File: config.mk
export PLATFORM = sky130hd
export DESIGN_NAME = div_unit
export DESIGN_NICKNAME = d
export VERILOG_FILES = /design/src/rtl/div_unit.sv
export SDC_FILE = /design/constraint.sdc
export NUM_CORES = 1
export LEC_CHECK = 0
export BUFFER_PORTS_ARGS = -buffer_cell sky130_fd_sc_hd__buf_4
export CORE_UTILIZATION = 43
export CTS_BUF_LIST = sky130_fd_sc_hd__clkbuf_8
export CTS_CLUSTER_SIZE = 20
export DETAILED_ROUTE_END_ITERATION = 8
export GPL_TIMING_DRIVEN = 0
export PLACE_DENSITY_LB_ADDON = 0.25
export SLEW_MARGIN = 40
export SYNTH_ARGS = -nofsm -noshare
export SYNTH_HDL_FRONTEND = slang
export SYNTH_SLANG_ARGS = --single-unit
File: constraint.sdc
create_clock -name clk -period 10.6 [get_ports clk]
set_input_delay 2.12 -clock clk [delete_from_list [all_inputs] [get_ports clk]]
set_output_delay 2.12 -clock clk [all_outputs]
set_load 0.01 [all_outputs]
File: src/rtl/div_unit.sv
// Iterative radix-2 restoring divider for RV32M DIV/DIVU/REM/REMU.
// Latency: WIDTH+1 cycles start->valid (normal), 1 cycle for divide-by-zero / signed overflow.
// Backpressure: none downstream; start is only taken while ready=1, otherwise ignored.
module div_unit #(
  parameter int WIDTH = 32
) (
  input  logic             clk,
  input  logic             resetn,
  input  logic             start,
  input  logic [1:0]       op,
  input  logic [WIDTH-1:0] dividend,
  input  logic [WIDTH-1:0] divisor,
  output logic             ready,
  output logic             busy,
  output logic             valid,
  output logic [WIDTH-1:0] result
);

  localparam int CW = $clog2(WIDTH) + 1;

  localparam logic [1:0] ST_IDLE = 2'd0;
  localparam logic [1:0] ST_CALC = 2'd1;
  localparam logic [1:0] ST_DONE = 2'd2;

  logic [1:0]       state;
  logic [CW-1:0]    cnt;
  logic [WIDTH:0]   p;
  logic [WIDTH-1:0] q;
  logic [WIDTH-1:0] dmag;
  logic             qsign;
  logic             rsign;
  logic             is_rem;

  // Acceptance-time decode of the incoming operands
  logic             is_signed;
  logic             div_zero;
  logic             sgn_ovf;
  logic [WIDTH-1:0] dvd_mag;
  logic [WIDTH-1:0] dvs_mag;
  logic [WIDTH-1:0] special_res;

  // One restoring step and the final result it would produce
  logic [WIDTH:0]   p_shift;
  logic             p_ge;
  logic [WIDTH:0]   p_nxt;
  logic [WIDTH-1:0] q_nxt;
  logic [WIDTH-1:0] calc_res;
  logic             last_iter;

  assign ready = (state == ST_IDLE);
  assign busy  = !ready;

  // Classify the request presented on the ports and form operand magnitudes.
  always_comb begin
    is_signed   = !op[0];
    div_zero    = (divisor == '0);
    sgn_ovf     = is_signed && (dividend == {1'b1, {(WIDTH-1){1'b0}}}) && (divisor == '1);
    dvd_mag     = (is_signed && dividend[WIDTH-1]) ? (~dividend + 1'b1) : dividend;
    dvs_mag     = (is_signed && divisor[WIDTH-1])  ? (~divisor + 1'b1)  : divisor;
    special_res = '0;
    if (op[1]) begin
      special_res = div_zero ? dividend : '0;
    end else begin
      special_res = div_zero ? '1 : dividend;
    end
  end

  // Shift {P,Q} left by one and subtract the divisor magnitude when it fits.
  // P never exceeds the divisor before a shift, so its top bit only matters after one.
  always_comb begin
    p_shift = {p[WIDTH-1:0], q[WIDTH-1]};
    p_ge    = p[WIDTH] || (p_shift >= {1'b0, dmag});
    p_nxt   = p_shift;
    q_nxt   = {q[WIDTH-2:0], 1'b0};
    if (p_ge) begin
      p_nxt = p_shift - {1'b0, dmag};
      q_nxt = {q[WIDTH-2:0], 1'b1};
    end
    if (is_rem) begin
      calc_res = rsign ? (~p_nxt[WIDTH-1:0] + 1'b1) : p_nxt[WIDTH-1:0];
    end else begin
      calc_res = qsign ? (~q_nxt + 1'b1) : q_nxt;
    end
    last_iter = (cnt == CW'(WIDTH - 1));
  end

  // Control FSM plus datapath registers; reset aborts any operation in flight.
  always_ff @(posedge clk) begin
    if (!resetn) begin
      state  <= ST_IDLE;
      cnt    <= '0;
      p      <= '0;
      q      <= '0;
      dmag   <= '0;
      qsign  <= 1'b0;
      rsign  <= 1'b0;
      is_rem <= 1'b0;
      valid  <= 1'b0;
      result <= '0;
    end else begin
      case (state)
        ST_IDLE: begin
          valid <= 1'b0;
          if (start) begin
            is_rem <= op[1];
            if (div_zero || sgn_ovf) begin
              result <= special_res;
              valid  <= 1'b1;
              state  <= ST_DONE;
            end else begin
              p     <= '0;
              q     <= dvd_mag;
              dmag  <= dvs_mag;
              qsign <= is_signed && (dividend[WIDTH-1] ^ divisor[WIDTH-1]);
              rsign <= is_signed && dividend[WIDTH-1];
              cnt   <= '0;
              state <= ST_CALC;
            end
          end
        end
        ST_CALC: begin
          p   <= p_nxt;
          q   <= q_nxt;
          cnt <= cnt + 1'b1;
          if (last_iter) begin
            result <= calc_res;
            valid  <= 1'b1;
            state  <= ST_DONE;
          end
        end
        ST_DONE: begin
          valid <= 1'b0;
          state <= ST_IDLE;
        end
        default: begin
          valid <= 1'b0;
          state <= ST_IDLE;
        end
      endcase
    end
  end

endmodule

# After elaboration in Yosys (flattened, before gate mapping)
# Index checks and enable logic that the tools add are counted.
totals:
  out_inout_bits: 35
  ff_bits: 141
  in_bits: 69
classes:
  n_reduce_logical: 17
  n_eq_ne: 8
  n_addsub: 6
  order_cmp: 1
  n_mux: 31
  bitwise: 6
ops:
  columns: ["cell", "n"]
  rows:
  - ["two-way mux 32 bit", 13]
  - ["adder 32 x 1 -> 32 bit (second input constant)", 4]
  - ["NOT 32 bit", 4]
  - ["one-hot mux 32 bit (2 select lines)", 2]
  - ["two-way mux 33 bit", 3]
  - ["one-hot mux 33 bit (2 select lines)", 1]
  - ["== test 32 bit (second input constant)", 2]
  - [">= comparator 33 x 32 -> 1 bit", 1]
  - ["subtractor 33 x 32 -> 33 bit", 1]
  - ["logical NOT 32 bit", 1]
  - ["two-way mux 6 bit", 2]
  - ["one-hot mux 6 bit (2 select lines)", 1]
  - ["adder 6 x 1 -> 6 bit (second input constant)", 1]
  - ["== test 6 x 5 -> 1 bit (second input constant)", 1]
  - ["two-way mux 2 bit", 3]
  - ["inequality test 2 bit (second input constant)", 3]
  - ["AND reduction 3 bit", 2]
  - ["logical AND 1 bit", 5]
  - ["two-way mux 1 bit", 4]
  - ["one-hot mux 2 bit (2 select lines)", 1]
  - ["AND reduction 2 bit", 2]
  - ["AND reduction 4 bit", 1]
  - ["== test 2 x 1 -> 1 bit (second input constant)", 1]
  - ["logical NOT 1 bit", 2]
  - ["7 further kinds", 8]

# Logic depth before layout (Yosys ltp)
depth:
  word_depth: 9
  depth_mapped: 24
  depth_no_buf: 19

# Least setup slack after synthesis
# No wires, ideal clock.
synth_timing:
  path_type: "reg2reg"
  from: "register dmag[30]"
  to: "register result[28]"
  path_stages_with_launch: 22
  period_less_slack_ps: 5220
  t_arrival_ps: 5096
  slack_ps: 5380
  setup_time_ps: 124
  n_path_buf: 4
  path_cell_list: "dfxtp_1 -> inv_1 -> ha_1 -> a21o_1 -> a2111o_1 -> a221oi_1 -> nand3_1 -> or2_1 -> buf_2 -> buf_1 -> buf_2 -> clkbuf_1 -> o21ai_0 -> ha_1 -> nand2_1 -> nor3_1 -> nand2_1 -> o41a_2 -> or4_1 -> o311a_1 -> nor3_1 -> a211oi_1"
synth_via:
  elab_chain_len: 9
  elab_cells_between_ends: 13
synth_rtl:
  columns: ["element", "line_no", "rtl"]
  rows:
  - ["start, declared", "29", "logic [WIDTH-1:0] dmag;"]
  - ["start signal, assigned", "113", "dmag <= dvs_mag;"]
  - [">= comparator 33 x 32 -> 1 bit (*)", "72", "p_ge = p[WIDTH] || (p_shift >= {1'b0, dmag});"]
  - ["logical OR 1 bit (*)", "72", null]
  - ["two-way mux 1 bit / two-way mux 33 bit (equally long branches)", "75", "if (p_ge) begin"]
  - ["NOT 32 bit, on equally long branches", "82, 80", null]
  - ["adder 32 x 1 -> 32 bit, on equally long branches", "82, 80", null]
  - ["two-way mux 32 bit, on equally long branches", "82, 80", null]
  - ["two-way mux 32 bit (*)", "79", "if (is_rem) begin"]
  - ["two-way mux 32 bit (*)", "125", "if (last_iter) begin"]
  - ["one-hot mux 32 bit (2 select lines) (*)", "101", "case (state)"]
  - ["end signal, assigned", "107", "result <= special_res;"]
  - ["end signal, assigned", "126", "result <= calc_res;"]
  - ["end, declared", "16", "output logic [WIDTH-1:0] result"]
# Every way passes the cells marked *; elsewhere a longest branch is shown, timed or not. The select of a mux whose other input is x is not followed.
# A chain may end at the register's enable or synchronous reset.

# Worst setup path after layout
layout_timing:
  from: "register dmag[26]"
  to: "register result[12]"
# Same word-level chain as after synthesis.

==> results.sh <==
export IMPL_status="completed"
export IMPL_groute_usage_overall_pct=35.3
export IMPL_grt_overflow=0
export IMPL_layoutNonFillerInstCount=2162
export IMPL_rsz0062_at_grt="false"
export IMPL_yosys_area_share_simple_pct=23.6
export IMPL_synth_cells=1658
export IMPL_slew_headroom_pct=34.8
export IMPL_grt_antenna_before_repair=1
export IMPL_dp_hpwl_mm=39.8
export IMPL_hp_class="flop to flop"
export IMPL_yosys_area_top_type="dfxtp_1"
export IMPL_num_nets_final=1887
export IMPL_worst_setup_path_end_kind="flop"
export IMPL_drt_pass1_iterations=7
export IMPL_yosys_warnings=0
export IMPL_max_freq_mhz=131
export IMPL_r2r_slack_ps=2990
export IMPL_avgSynthCellArea_um2=7.19
export IMPL_synth_nets=1766
export IMPL_synth_edf_count=0
export IMPL_fp_coreArea_um2=27100
export IMPL_ios=104
export IMPL_drive_gt1_share_pct=10.3
export IMPL_synth_cell_types=84
export IMPL_die_h_um=168
export IMPL_skew_ps=23.8
export IMPL_holdPathEnd="result[12]$_SDFFE_PN0P_"
export IMPL_synth_top_family_by_area="compound AO/OA/AOI/OAI gates"
export IMPL_synth_compound_area_share_pct=29.4
export IMPL_cts_buffers_inserted=17
export IMPL_syn2layout_area_growth_pct=13.7
export IMPL_netlist_area_um2=11900
export IMPL_post_route_min_period_ps=7610
export IMPL_worst_pin_slew_ps=977
export IMPL_tns_ps=0
export IMPL_rows=60
export IMPL_cts_htree_levels=4
export IMPL_routedWlPerCell_um=23.6
export IMPL_clockRootBuffer="clkbuf_8"
export IMPL_cts_resized_gates=0
export IMPL_reg2reg_from="dmag[26]$_SDFFE_PN0P_"
export IMPL_grt_max_degree=17
export IMPL_cp_required_ps=10950
export IMPL_ys_flop_type="dfxtp_1"
export IMPL_async_flop_share_pct=0
export IMPL_yosysSeqAreaShare_pct=23.7
export IMPL_finalSetupViolations=0
export IMPL_chipWidth_um=168
export IMPL_drt_initial_drc_count=1828
export IMPL_die_area_um2=28400
export IMPL_cts_hold_buffers=0
export IMPL_synth_seq_cells=141
export IMPL_cp_start_kind="flop"
export IMPL_synth_xor_area_share_pct=9.25
export IMPL_vias_per_cell=6.39
export IMPL_hold_slack_ps=458
export IMPL_post_cts_setup_buffer_count=0
export IMPL_synth_top_area_share_pct=23.7
export IMPL_dp_cells=2132
export IMPL_vias=13800
export IMPL_clock_tree_buffer_depth=2
export IMPL_layout_common_cells="nor2_1, a21oi_1, nand2_1"
export IMPL_final_antenna_net_count=0
export IMPL_cts_sinks=141
export IMPL_cts_tree="built"
export IMPL_grt_pass1_vias=12500
export IMPL_fill_cells=2822
export IMPL_crit_fanout=10
export IMPL_slew_violations=0
export IMPL_setup_slack_ps=2990
export IMPL_synth_area_leaders="dfxtp_1, nor2_1, a21oi_1, xnor2_1, nand2_1"
export IMPL_min_from="result[12]$_SDFFE_PN0P_"
export IMPL_maxCapViolCount=0
export IMPL_arrival_ps=7950
export IMPL_drc=0
export IMPL_synth_fa_ha_area_share_pct=6.01
export IMPL_final_common_cell="nor2_1"
export IMPL_synthMuxAreaShare_pct=2.55
export IMPL_cts_reportedPaths_clkPinSlew_ps=90
export IMPL_seq_area_um2=2820
export IMPL_multiInputGateArea_um2=8460
export IMPL_start_util_pct=44.0
export IMPL_min_period_over_period_pct=71.7
export IMPL_holdPathStages=2
export IMPL_finalHoldViolCount=0
export IMPL_insertedDiodeCount=0
export IMPL_pre_cts_ws_ps=3480
export IMPL_grt_pass1_wl_mm=75.2
export IMPL_ff2ff_path_depth=23
export IMPL_numPortBuffers=102
export IMPL_totalWireLength_mm=51.1
export IMPL_rr_endpoint="result[12]$_SDFFE_PN0P_"
export IMPL_crit_type="flop to flop"
export IMPL_clk_latency_ps=480
export IMPL_gp_congestion=1.03
## registers in the layout, indices dropped and copies added (netlist names)
signal and flops:
result 32, p 33, rsign 1, qsign 1, q 32, state 2
dmag 32, valid 1, is_rem 1, cnt 6
## cell type report
class	instances	area share [%]
multi-input cells	1351	62.5
clock inverters	13	1.04
well taps	372	3.44
flip-flops and latches	141	20.8
plain buffers	110	3.30
inverters	56	1.55
repair buffers	102	5.65
clock buffers	17	1.73
## synth_stat cells (all sizes together), types with 6 or more instances
library cell,number
clkbuf,88
a221oi,7
nand2,148
o31ai,22
maj3,22
mux2i,27
nand3,28
o211ai,21
a311oi,7
o21bai,7
ha,38
nor2b,9
o2111ai,11
o21a,6
nor4,12
a31oi,44
and2,10
xor2,59
xnor2,66
a21o,14
a211oi,44
a32oi,7
or3,33
inv,56
or4,14
nand4,19
o21ai,97
and3,15
nand2b,10
dfxtp,141
a21oi,156
nor3b,7
o41ai,14
or2,9
a22oi,29
buf,22
nor3,64
nor2,210
## through the flow
stage / util [%] / instance area [µm²]
after floorplan: - / 11900
final: 50.0 / 13500
after detailed placement: 48.6 / 13200
after global placement: 48.5 / 13100
after global routing: 50.0 / 13500
after CTS: 50.0 / 13500
## worst max path at each step
stage	from	endpoint	slack, ps	cells after the start
2_1_floorplan	dmag[30]$_SDFFE_PN0P_	result[28]$_SDFFE_PN0P_	5380	21
3_3_place_gp	dmag[26]$_SDFFE_PN0P_	result[12]$_SDFFE_PN0P_	3470	23
3_5_place_dp	dmag[26]$_SDFFE_PN0P_	result[12]$_SDFFE_PN0P_	3480	23
4_1_cts	dmag[26]$_SDFFE_PN0P_	result[12]$_SDFFE_PN0P_	3480	23
5_1_grt	dmag[26]$_SDFFE_PN0P_	result[28]$_SDFFE_PN0P_	2970	23
6_report	dmag[26]$_SDFFE_PN0P_	result[12]$_SDFFE_PN0P_	2990	23
## critical path: stages, from the launching register on
cell and delay (ps):
dfxtp_1 360, inv_1 110, ha_1 280, clkbuf_1 410, nand4_1 200, nor4_1 520, nand2_1 150, a31oi_2 470
or2_1 220, buf_2 250, buf_1 460, buf_2 400, clkbuf_1 630, nand2_1 100, o21ai_0 170, ha_1 330
nand2_1 100, nor3_1 460, nand2_1 140, o41a_2 440, xnor2_1 360, a211oi_1 160, o21ai_0 600, a21oi_1 140
## logic make-up (layout without fill, tap and decap cells)
kind of cell	Yosys count	after routing
AO/OA/AOI/OAI	535	535
XOR/XNOR	125	125
adder cells (fa/ha/maj)	61	61
buffers and inverters	166	298
flip-flops	141	141
multiplexers	30	30
AND/OR/NAND/NOR	600	600
## routing by layer
layer / up-vias / GRT usage [%] / share of wire (%)
li1: 6318 / - / -
met1: 6521 / 49.2 / 42
met2: 846 / 53.5 / 43
met3: 126 / 8.42 / 12
met4: 2 / 11.2 / 2.9
met5: - / 0 / 0.018
Power is not shown: default switching activity piles up to over one toggle a cycle in this logic, so the estimate is an artifact.
